### src/rtl/spi_multi_master.sv
// spi_multi_master: full-duplex SPI master with runtime slave select, clock divider and CPOL/CPHA.
module spi_multi_master #(
    parameter int NUM_SS = 4,
    parameter int DATA_W = 16,
    parameter int DIV_W  = 8,
    parameter int SEL_W  = (NUM_SS > 1) ? $clog2(NUM_SS) : 1
) (
    input  logic              clk,
    input  logic              reset,
    input  logic              start,
    input  logic [SEL_W-1:0]  ss_sel,
    input  logic [DATA_W-1:0] tx_data,
    input  logic [DIV_W-1:0]  clk_div,
    input  logic              cpol,
    input  logic              cpha,
    output logic              busy,
    output logic              done,
    output logic [DATA_W-1:0] rx_data,
    output logic              spi_sclk,
    output logic              spi_mosi,
    input  logic              spi_miso,
    output logic [NUM_SS-1:0] spi_ss_n
);
    localparam int HW = $clog2(2 * DATA_W);
    localparam logic [HW-1:0] LAST_HALF = HW'(2 * DATA_W - 1);
    typedef enum logic [1:0] {IDLE, SETUP, XFER, HOLD} state_t;
    state_t state_q, state_d;
    logic [DIV_W-1:0] div_q, div_d, cnt_q, cnt_d;
    logic [HW-1:0] half_q, half_d, k;
    logic [DATA_W-1:0] tx_q, tx_d, rx_sh_q, rx_sh_d, rx_q, rx_d;
    logic sclk_q, sclk_d, mosi_q, mosi_d, cpha_q, cpha_d, busy_q, busy_d, done_q, done_d;
    logic [NUM_SS-1:0] ss_n_q, ss_n_d;
    logic last, tick, lead;
    always_ff @(posedge clk) begin
        if (reset) begin
            state_q <= IDLE;
            div_q   <= '0;
            cnt_q   <= '0;
            half_q  <= '0;
            tx_q    <= '0;
            rx_sh_q <= '0;
            rx_q    <= '0;
            sclk_q  <= 1'b0;
            mosi_q  <= 1'b0;
            cpha_q  <= 1'b0;
            busy_q  <= 1'b0;
            done_q  <= 1'b0;
            ss_n_q  <= '1;
        end else begin
            state_q <= state_d;
            div_q   <= div_d;
            cnt_q   <= cnt_d;
            half_q  <= half_d;
            tx_q    <= tx_d;
            rx_sh_q <= rx_sh_d;
            rx_q    <= rx_d;
            sclk_q  <= sclk_d;
            mosi_q  <= mosi_d;
            cpha_q  <= cpha_d;
            busy_q  <= busy_d;
            done_q  <= done_d;
            ss_n_q  <= ss_n_d;
        end
    end
    // tick marks the clk cycle that opens half-period k of the transfer: SCLK toggles there
    always_comb begin
        state_d = state_q;
        div_d   = div_q;
        cnt_d   = cnt_q + 1'b1;
        half_d  = half_q;
        tx_d    = tx_q;
        rx_sh_d = rx_sh_q;
        rx_d    = rx_q;
        sclk_d  = sclk_q;
        mosi_d  = mosi_q;
        cpha_d  = cpha_q;
        busy_d  = busy_q;
        done_d  = 1'b0;
        ss_n_d  = ss_n_q;
        last    = cnt_q == div_q;
        k       = (state_q == SETUP) ? '0 : half_q + 1'b1;
        lead    = ~k[0];
        tick    = last && (state_q == SETUP || (state_q == XFER && half_q != LAST_HALF));
        if (last) cnt_d = '0;
        case (state_q)
            IDLE: if (start && int'(ss_sel) < NUM_SS) begin
                state_d = SETUP;
                div_d   = clk_div;
                cnt_d   = '0;
                tx_d    = tx_data;
                sclk_d  = cpol;
                cpha_d  = cpha;
                busy_d  = 1'b1;
                ss_n_d  = ~(NUM_SS'(1) << ss_sel);
                mosi_d  = cpha ? mosi_q : tx_data[DATA_W-1];
            end
            SETUP: state_d = last ? XFER : SETUP;
            XFER: state_d = (last && half_q == LAST_HALF) ? HOLD : XFER;
            HOLD: if (last) begin
                state_d = IDLE;
                busy_d  = 1'b0;
                done_d  = 1'b1;
                ss_n_d  = '1;
                rx_d    = rx_sh_q;
            end
            default: state_d = IDLE;
        endcase
        if (tick) begin
            half_d = k;
            sclk_d = ~sclk_q;
            if (lead ^ cpha_q) rx_sh_d = {rx_sh_q[DATA_W-2:0], spi_miso};
            if (cpha_q ? lead : (!lead && k != LAST_HALF)) begin
                mosi_d = cpha_q ? tx_q[DATA_W-1] : tx_q[DATA_W-2];
                tx_d   = tx_q << 1;
            end
        end
    end
    assign busy     = busy_q;
    assign done     = done_q;
    assign rx_data  = rx_q;
    assign spi_sclk = sclk_q;
    assign spi_mosi = mosi_q;
    assign spi_ss_n = ss_n_q;
endmodule

### config.mk
export PLATFORM = sky130hd
export DESIGN_NAME = spi_multi_master
export DESIGN_NICKNAME = d
export VERILOG_FILES = /design/src/rtl/spi_multi_master.sv
export SDC_FILE = /design/constraint.sdc
export NUM_CORES = 1
export LEC_CHECK = 0
export CAP_MARGIN = 15
export CORE_MARGIN = 4
export CORE_UTILIZATION = 53
export DETAILED_ROUTE_END_ITERATION = 12
export PLACE_DENSITY = 0.85
export SLEW_MARGIN = 20
export SYNTH_ARGS = -nofsm -noshare
export SYNTH_HDL_FRONTEND = slang
export SYNTH_SLANG_ARGS = --single-unit
export TNS_END_PERCENT = 20
### constraint.sdc
create_clock -name clk -period 3.4 [get_ports clk]
set_clock_uncertainty 0.2 [all_clocks]
set_input_delay 0.85 -clock clk [delete_from_list [all_inputs] [get_ports clk]]
set_output_delay 0.85 -clock clk [all_outputs]
set_load 0.05 [all_outputs]
==> impl_metrics.yaml <==
clock_network:
  cts_root_buf: "clkbuf_8"
  cts_tree: "yes"
  cts_setup_buffers: 0
  ctsHoldBuffers: 0
  insertion_delay_ns: 0.34
  cts_buffers: 9
  cts_max_level: 3
  cts_resized: 0
  clk_pin_slew_ns: 0.08
  max-clock-path-buffers: 2
  cts_sinks: 80
worst_setup_path:
  reg2reg_depth: 8
  worst_path_max_delay_cell: "dfxtp_1"
  critPathArrivalTime_ns: 2.79
  cp.required_ns: 3.45
  max_stage_delay_ns: 0.40
  worstSetupPathType: "reg -> reg"
  cp-start-kind: "register"
  r2r_start: "half_q[0]$_SDFFE_PP0P_"
  path_max_fanout: 16
  worstSetupStartpoint: "half_q[0]$_SDFFE_PP0P_"
  worstPathCellList: "ha_1, and3_1, ha_1, nor3b_4, or2_1, and3_1, nand2_4, a221oi_1"
  cp-end-kind: "register"
placed_design:
  port_buffers: 55
  dp_cells: 469
  gp_congestion: 0.862
  post_dp_cell_area_um2: 4090
  dp_hpwl_um: 4890
drt:
  drc: 0
  wl_per_cell_um: 14.6
  ant_nets: 0
  dr.pass1.iters: 7
  finalWirelength_um: 7060
  vias: 2626
  drt_iter0_drc: 144
  viasPerCell: 5.41
sta:
  period_share_pct: 80.4
  rsz0062_at_grt: "false"
  slew_viol_final: 0
  finalSetupViolations: 0
  min_period_ns: 2.74
  fmax_mhz: 366
  relSlewSlack_pct: 57.6
  hold_viol: 0
  worstMarginPinSlew_ns: 0.632
  holdWs_ns: 0.270
  setup_tns_ns: 0
grt:
  grt_pass1_vias: 2559
  grt_max_degree: 35
  grt_pass1_wl_um: 11600
  grtUsageTotal_pct: 18.6
  antenna_found_initial: 0
  overflow: 0
power:
  seqPwrFrac_pct: 47.3
  p_clk_share_pct: 29.3
  swShare_pct: 30.9
  pwr-share-comb_pct: 23.4
  p_int_mw: 1.56
  p_sw_uw: 697
  p_leak_nw: 1.51
  ir_drop_uv: 344
  pwr_density_cell_nw_per_um2: 526
floorplan:
  die_y_um: 89.6
  ios: 56
  start_util_pct: 55.0
  fp.dieW_um: 89.6
  core_um2: 6420
  core.rowCount: 29
  die_area_um2: 8030
worst_hold_path:
  worstHoldPathCells: 2
  min_from: "div_q[6]$_SDFFE_PP0P_"
  min_path_type: "reg -> reg"
logic_synthesis:
  synth_top_area_share_pct: 45.4
  yosys.area.top_type: "dfxtp_1"
  synth_edf_count: 0
  ys_warn_count: 0
  synth_cell_type_count: 48
  synth.area.top_cells: "dfxtp_1 45%, mux2i_1 14%, nor2_1 5.1%"
  synth_cells: 355
  synthFlopType: "dfxtp_1"
  synth.most_common_cell: "dfxtp_1"
  yosysSeqAreaShare_pct: 45.4
  synth_seq_cells: 80
  syn_area_um2: 3530
  avgSynthCellArea_um2: 9.95
  synth_common_cells: "80 x dfxtp_1, 50 x mux2i_1, 48 x nor2_1"
  async_reset_ff_share_pct: 0
  postSynthNetCount: 390
finish:
  finalNonFillerCells: 485
  drive_gt1_share_pct: 12.3
  fin_util_pct: 66.7
  n_antenna_cell: 0
  final_cell_area_um2: 4280
  nets: 438
  area_growth_pct: 21.3
flow_run:
  max_cap_violations: 0
outcome:
  status: "completed"
[worst paths after layout]
| path | endpoint | slack (ns) |
|---|---|---|
| setup / recovery | spi_mosi$_SDFF_PP0_ | 0.66 |
| hold reg to reg | div_q[6]$_SDFFE_PP0P_ | 0.27 |
| hold / removal | div_q[6]$_SDFFE_PP0P_ | 0.27 |
| setup reg to reg | spi_mosi$_SDFF_PP0_ | 0.66 |
[routing by layer]
metal	global-route usage, %	part of all wire (%)
met1	23.7	46
met2	30.0	48
met3	4.74	5.3
met4	8.25	1.5
met5	0	0
[through the flow]
stage          total power, mW  worst slack [ns]
3_3_place_gp              1.60             0.754
5_1_grt                   2.36             0.496
3_5_place_dp              1.61             0.693
6_report                  2.25             0.665
4_1_cts                   2.27             0.667
2_1_floorplan             1.50              1.01
[placed cells by master (no fill, tap or decap), types with 2 or more instances in the layout]
cell type,Yosys,routed
dfxtp_1,80,80
clkdlybuf4s50_1,0,54
mux2i_1,50,50
nor2_1,48,48
nand2_1,22,22
nor3_1,21,21
a21oi_1,15,15
clkbuf_8,0,12
nand3_1,11,11
a211oi_2,10,10
xnor2_1,9,9
buf_4,5,7
xor2_1,6,6
a211oi_1,6,6
and3_1,5,5
nand2b_1,3,3
nor3b_1,3,3
xnor2_2,3,3
o21bai_1,3,3
ha_1,3,3
clkinvlp_4,0,3
nand4_2,2,2
nor3_4,1,2
and4_1,2,2
o31ai_1,2,2
a2bb2oi_1,2,2
nor4_1,2,2
[area by class of cell]
| cell class | instances | area [um^2] |
|---|---|---|
| clock buffer | 12 | 165 |
| inverter | 1 | 3.75 |
| timing repair buffer | 62 | 598 |
| multi-input combinational | 249 | 1790 |
| tap | 77 | 96.3 |
| fill | 508 | 2140 |
| clock inverter | 4 | 27.5 |
| sequential | 80 | 1600 |
[flip-flops by register name, indices dropped and copies added, names as in the netlist, named ones only]
signal	count
busy	1
cnt_q	8
cpha_q	1
div_q	8
done	1
half_q	5
rx_data	16
rx_sh_q	16
spi_mosi	1
spi_sclk	1
spi_ss_n	4
state_q	1
tx_q	16
[cell families (layout without fill, tap and decap cells)]
kind of cell | count (synthesis) | in the layout | share of synthesized area, %
compound gates | 46 | 46 | 10.9
xor+xnor | 18 | 18 | 5.10
fa+ha+maj | 3 | 3 | 1.06
buf+inv | 26 | 79 | 4.15
flops | 80 | 80 | 45.4
mux | 50 | 50 | 14.2
simple gates | 132 | 132 | 19.2
[critical path, delay by kind of cell, from the launching register on]
family / cells / cell delay (ns)
AOI/OAI and AO/OA: 1 / 0.30
adders and majority gates: 2 / 0.51
DFF: 1 / 0.40
and+or+nand+nor: 5 / 1.22
[power groups by stage]
stage	sequential, mW	clock (mW)	combinational (mW)
4_1_cts	1.07	0.676	0.529
2_1_floorplan	1.10	0	0.400
3_3_place_gp	1.08	0	0.515
5_1_grt	1.08	0.711	0.572
6_report	1.07	0.661	0.527
3_5_place_dp	1.09	0	0.526
(Power assumes the default switching activity.)
